**config.mk**
```make
export PLATFORM = sky130hd
export DESIGN_NAME = div_issue
export DESIGN_NICKNAME = d
export VERILOG_FILES = /design/src/rtl/div_pkg.sv /design/src/rtl/div_cycle_cnt.sv /design/src/rtl/div_issue.sv
export SDC_FILE = /design/constraint.sdc
export NUM_CORES = 1
export LEC_CHECK = 0
export ABC_AREA = 1
export CAP_MARGIN = 20
export CORE_ASPECT_RATIO = 2
export CORE_UTILIZATION = 38
export CTS_CLUSTER_DIAMETER = 150
export DETAILED_ROUTE_END_ITERATION = 10
export PLACE_DENSITY = 0.74
export SLEW_MARGIN = 20
export SYNTH_ARGS = -nofsm -noshare
export SYNTH_HDL_FRONTEND = slang
export SYNTH_HIERARCHICAL = 1
export SYNTH_SLANG_ARGS = --single-unit
```
**constraint.sdc**
```tcl
create_clock -name CK -period 1.7 [get_ports CK]
set_input_delay 0.255 -clock CK [delete_from_list [all_inputs] [get_ports CK]]
set_output_delay 0.255 -clock CK [all_outputs]
set_load 0.05 [all_outputs]
```
**src/rtl/div_pkg.sv**
```systemverilog
// Shared definitions for the divider issue wrapper: FSM encoding, default
// sizing and the counter width helper.
package div_pkg;

  localparam int unsigned DIV_NUM_BITS = 24;
  localparam int unsigned DIV_LATENCY  = 32;

  typedef enum logic [1:0] {
    ST_IDLE  = 2'd0,
    ST_CLEAR = 2'd1,
    ST_RUN   = 2'd2,
    ST_DONE  = 2'd3
  } div_state_e;

  // A latency of 1 still needs a one-bit register to hold the count.
  function automatic int unsigned cnt_width(input int unsigned lat);
    return (lat > 1) ? $clog2(lat) : 1;
  endfunction

endpackage

```
**src/rtl/div_cycle_cnt.sv**
```systemverilog
// Free-running cycle counter for the RUN phase: counts 0..C_LATENCY-1 while
// enabled, wraps at terminal count, and can be cleared synchronously.
module div_cycle_cnt
  import div_pkg::*;
#(
  parameter int unsigned C_LATENCY = DIV_LATENCY
) (
  input  logic clk_i,
  input  logic rst_ni,
  input  logic clr_i,
  input  logic en_i,
  output logic tc_o
);

  localparam int unsigned W = cnt_width(C_LATENCY);
  localparam logic [W-1:0] LAST = W'(C_LATENCY - 1);

  logic [W-1:0] cnt_q;
  logic [W-1:0] cnt_d;

  assign tc_o = (cnt_q == LAST);

  always_comb begin
    cnt_d = cnt_q;
    if (clr_i) begin
      cnt_d = '0;
    end else if (en_i) begin
      cnt_d = tc_o ? '0 : cnt_q + W'(1);
    end
  end

  always_ff @(posedge clk_i) begin
    if (!rst_ni) begin
      cnt_q <= '0;
    end else begin
      cnt_q <= cnt_d;
    end
  end

endmodule

```
**src/rtl/div_issue.sv**
```systemverilog
// Request/response wrapper around an external fixed-latency divider: latches
// the operands, resets and clocks the divider, and captures its quotient.
module div_issue
  import div_pkg::*;
#(
  parameter int unsigned C_NUM_BITS = DIV_NUM_BITS,
  parameter int unsigned C_LATENCY  = DIV_LATENCY
) (
  input  logic                  CK,
  input  logic                  RN,
  input  logic                  IN_VALID,
  output logic                  IN_READY,
  input  logic [C_NUM_BITS-1:0] IN_A,
  input  logic [C_NUM_BITS-1:0] IN_B,
  output logic                  OUT_VALID,
  input  logic                  OUT_READY,
  output logic [C_NUM_BITS-1:0] OUT_Q,
  output logic                  OUT_ERR,
  output logic                  DIV_RN,
  output logic                  DIV_E,
  output logic [C_NUM_BITS-1:0] DIV_A,
  output logic [C_NUM_BITS-1:0] DIV_B,
  input  logic [C_NUM_BITS-1:0] DIV_Q
);

  div_state_e            state_q;
  logic [C_NUM_BITS-1:0] a_q;
  logic [C_NUM_BITS-1:0] b_q;
  logic [C_NUM_BITS-1:0] res_q;
  logic                  err_q;
  logic                  in_ready_q;
  logic                  out_valid_q;
  logic                  div_e_q;
  logic                  cnt_tc;

  div_cycle_cnt #(
    .C_LATENCY(C_LATENCY)
  ) u_cnt (
    .clk_i (CK),
    .rst_ni(RN),
    .clr_i (state_q != ST_RUN),
    .en_i  (state_q == ST_RUN),
    .tc_o  (cnt_tc)
  );

  always_ff @(posedge CK) begin
    if (!RN) begin
      state_q     <= ST_IDLE;
      a_q         <= '0;
      b_q         <= '0;
      res_q       <= '0;
      err_q       <= 1'b0;
      in_ready_q  <= 1'b1;
      out_valid_q <= 1'b0;
      div_e_q     <= 1'b0;
    end else begin
      case (state_q)
        ST_IDLE: begin
          if (IN_VALID) begin
            a_q        <= IN_A;
            b_q        <= IN_B;
            in_ready_q <= 1'b0;
            // A zero divisor never touches the divider; answer immediately.
            if (IN_B == '0) begin
              state_q     <= ST_DONE;
              res_q       <= '1;
              err_q       <= 1'b1;
              out_valid_q <= 1'b1;
            end else begin
              state_q <= ST_CLEAR;
              err_q   <= 1'b0;
              div_e_q <= 1'b1;
            end
          end
        end
        ST_CLEAR: begin
          state_q <= ST_RUN;
        end
        ST_RUN: begin
          if (cnt_tc) begin
            state_q     <= ST_DONE;
            res_q       <= DIV_Q;
            div_e_q     <= 1'b0;
            out_valid_q <= 1'b1;
          end
        end
        ST_DONE: begin
          if (OUT_READY) begin
            state_q     <= ST_IDLE;
            out_valid_q <= 1'b0;
            in_ready_q  <= 1'b1;
          end
        end
        default: begin
          state_q <= ST_IDLE;
        end
      endcase
    end
  end

  // Divider reset follows RN immediately so it is held in reset alongside us.
  assign DIV_RN    = RN & (state_q != ST_CLEAR);
  assign DIV_E     = div_e_q;
  assign DIV_A     = a_q;
  assign DIV_B     = b_q;
  assign IN_READY  = in_ready_q;
  assign OUT_VALID = out_valid_q;
  assign OUT_Q     = res_q;
  assign OUT_ERR   = err_q;

endmodule

```
==> results <==
state kept, by name, summed over array words and instances (netlist names), 2 cells and up:
register / count
DIV_A: 24
u_cnt/cnt_q: 5
DIV_B: 24
state_q: 2
OUT_Q: 24
synthesized netlist by cell type:
library cell | instances | area [sq um]
nor2_1 | 167 | 627
dfxtp_1 | 83 | 1660
nand2_1 | 50 | 188
o21ai_0 | 47 | 235
a21oi_1 | 33 | 165
nand3_1 | 24 | 120
clkbuf_1 | 12 | 45.0
buf_2 | 10 | 50.1
inv_1 | 7 | 26.3
buf_6 | 6 | 67.6
ha_1 | 6 | 75.1
inv_2 | 5 | 18.8
nand3_2 | 5 | 50.1
nand2_4 | 3 | 33.8
o21ai_1 | 3 | 15.0
buf_4 | 2 | 15.0
nor2_2 | 2 | 12.5
a21oi_4 | 1 | 16.3
and3_1 | 1 | 6.26
clkbuf_2 | 1 | 5.00
nand2_2 | 1 | 6.26
nand4_1 | 1 | 6.26
nor2_4 | 1 | 11.3
nor3_1 | 1 | 5.00
nor3_2 | 1 | 10.0
or2_1 | 1 | 6.26
xnor2_1 | 1 | 8.76
where the power goes:
group / internal [mW] / leakage, nW / total [mW] / switching, mW
Combinational: 2.39 / 1.65 / 6.56 / 4.17
Sequential: 2.54 / 0.686 / 2.91 / 0.371
Clock: 1.19 / 0.150 / 1.94 / 0.757
Total: 6.12 / 2.48 / 11.4 / 5.30
placed cells by master, fill, tap and decap left out, drive strengths merged:
master / instances
inv: 13
nor2: 170
and3: 1
dfxtp: 83
clkdlybuf4s50: 74
bufinv: 1
xnor2: 1
buf: 110
dlygate4sd2: 1
nor3: 2
clkbuf: 11
nand3: 29
clkinv: 3
or2: 1
nand4: 1
o21ai: 50
a21oi: 34
ha: 6
nand2: 54
per-layer routing:
| metal | vias to the layer above | track usage |
|---|---|---|
| met5 | - | 0 |
| met4 | 0 | 0.110 |
| met3 | 18 | 0.0424 |
| met2 | 131 | 0.426 |
| met1 | 1641 | 0.213 |
| li1 | 1855 | - |
how the worst min path moves through the flow:
stage,startpoint,endpoint,slack (ns),cells past startpoint
floorplan,RN,u_cnt/cnt_q[0],0.40,2
global placement,u_cnt/cnt_q[4],u_cnt/cnt_q[4],0.45,2
detailed placement,OUT_Q[18],OUT_Q[18],0.47,2
CTS,RN,IN_READY,0.23,2
global route,RN,IN_READY,0.26,2
finish,RN,IN_READY,0.24,2
worst max-delay path, stage by stage, from the launching register on:
cell     delay, ns
dfxtp_2       0.36
ha_4          0.14
and3_4        0.20
ha_4          0.15
nor2_4        0.03
inv_2         0.05
nand2_2       0.05
a21oi_4       0.20
buf_6         0.14
buf_6         0.12
buf_16        0.13
a21oi_2       0.06
nor2_1        0.11
final cells by class:
type / instances / area [sq um]
Fill cell: 766 / 3340
Timing Repair Buffer: 185 / 1730
Tap cell: 102 / 128
Inverter: 12 / 45.0
Multi-Input combinational cell: 349 / 1730
Clock buffer: 11 / 243
Clock inverter: 5 / 61.3
Sequential cell: 83 / 1670
kinds of logic after synthesis:
family / share of synthesized area
and+or+nand+nor: 0.310
AOI/OAI and AO/OA: 0.124
DFF: 0.476
buffers and inverters: 0.0653
adders and majority gates: 0.0215
xor gates and xnor gates: 0.00251
repair_timing:
action	4_1_cts	5_1_grt
gates resized for setup	40	6
pin swaps	43	15
endpoints found under the setup margin	26	27
setup buffers	6	1
gates cloned	5	1
==> impl_metrics.csv <==
group,metric,value,unit
sta,hold_slack,0.239,ns
synth,synth-seq-cells,83,
setup_path,r2r_slack,-0.12,ns
setup_path,arrival,2.08,ns
sta,clock.fmax,0.550,GHz
synth,syn_inst,475,
layout,diodes,0,
setup_path,worst_r2r_endpoint,"OUT_Q[12]",
routing,drt_iter0_markers,185,
clock_tree,cts_buffers,9,
layout,nets,722,
floorplan,dieWidth,69.7,um
placement,hpwl,7030,um
placement,port_buffers,152,
placement,dpl_cell_area,4970,sq um
run_status,violations,"setup timing",
power_and_ir_drop,p_leak,2.48,nW
power_and_ir_drop,max-vdd-ir-drop,981,uV
global_route,grt_pass1_vias,3595,
routing,wl_met2,6010,um
setup_path,start_kind,"flop",
power_and_ir_drop,power.total,11.4,mW
clock_tree,cts_sinks,83,
synth,syn_area,3490,sq um
sta,rsz0062_at_grt,"true",
routing,top_layer,"met4",
synth,ys_types,27,
setup_path,crit_path_end_kind,"flop",
sta,finalHoldViolCount,0,
clock_tree,cts_max_path_buffers,2,
global_route,grt.total_usage,0.218,
routing,wl_met3,537,um
routing,num_vias,3645,
floorplan,rows,49,
global_route,grt_pass1_wl,16600,um
routing,firstDrtPassIters,5,
layout,fin_util,0.627,
layout,syn_to_final_growth,60.9,%
floorplan,fp.dieH,137,um
setup_path,crit_path_start,"u_cnt/cnt_q[1]",
sta,finalSetupViolCount,25,
placement,dp_slack,-0.226,ns
layout,final_cell_area,5610,sq um
clock_tree,cts.clk_slew.worst_paths,0.06,ns
clock_tree,cts-root-buf,"clkbuf_16",
placement,dpl.cell_count,719,
global_route,grt-ovfl-total,0,
routing,via_per_inst,4.88,
layout,drive_above_1_share,0.273,
routing,wl_met1,3730,um
routing,wl_per_cell,14.1,um
setup_path,endpoint,"OUT_Q[12]",
flow_run,cap_violations,0,
global_route,grt_max_degree,51,
floorplan,dieArea,9590,sq um
floorplan,core,8950,sq um
synth,syn-num-nets,557,
synth,synth-seq-area-share,0.476,
setup_path,path_class,"reg -> reg",
min_path,hp-class,"in -> reg",
clock_tree,insertion_delay,0.33,ns
floorplan,ios,153,
sta,fin_skew,0.00776,ns
clock_tree,h-tree-depth,3,
placement,globalplace.congestion,0.798,
synth,ys_warn_count,6,
power_and_ir_drop,p_per_area,2040,nW/um^2
routing,final_antenna_net_count,0,
sta,finalCritPeriodShare,1.07,
routing,wl,10500,um
sta,tightest_slew,0.485,ns
setup_path,r2r_cells,12,
sta,maxSlewViolCount,0,
clock_tree,cts_tree,"done",
routing,drc,0,
clock_tree,postCtsHoldBufs,0,
sta,setup_slack,-0.119,ns
sta,period_minus_slack,1.82,ns
sta,fin_tns_setup,-1.71,ns
sta,slew_headroom,0.678,
setup_path,cp_data_required_time,1.96,ns
global_route,antenna_found_initial,0,
floorplan,start_util,0.390,
layout,final_cells,747,
run_status,status,"finished with violations",
setup_path,reg2reg_from,"u_cnt/cnt_q[1]",
setup_path,critPathMaxFanout,5,
synth,syn_avg_cell_area,7.34,sq um
Power figures use the tool's default switching activity.
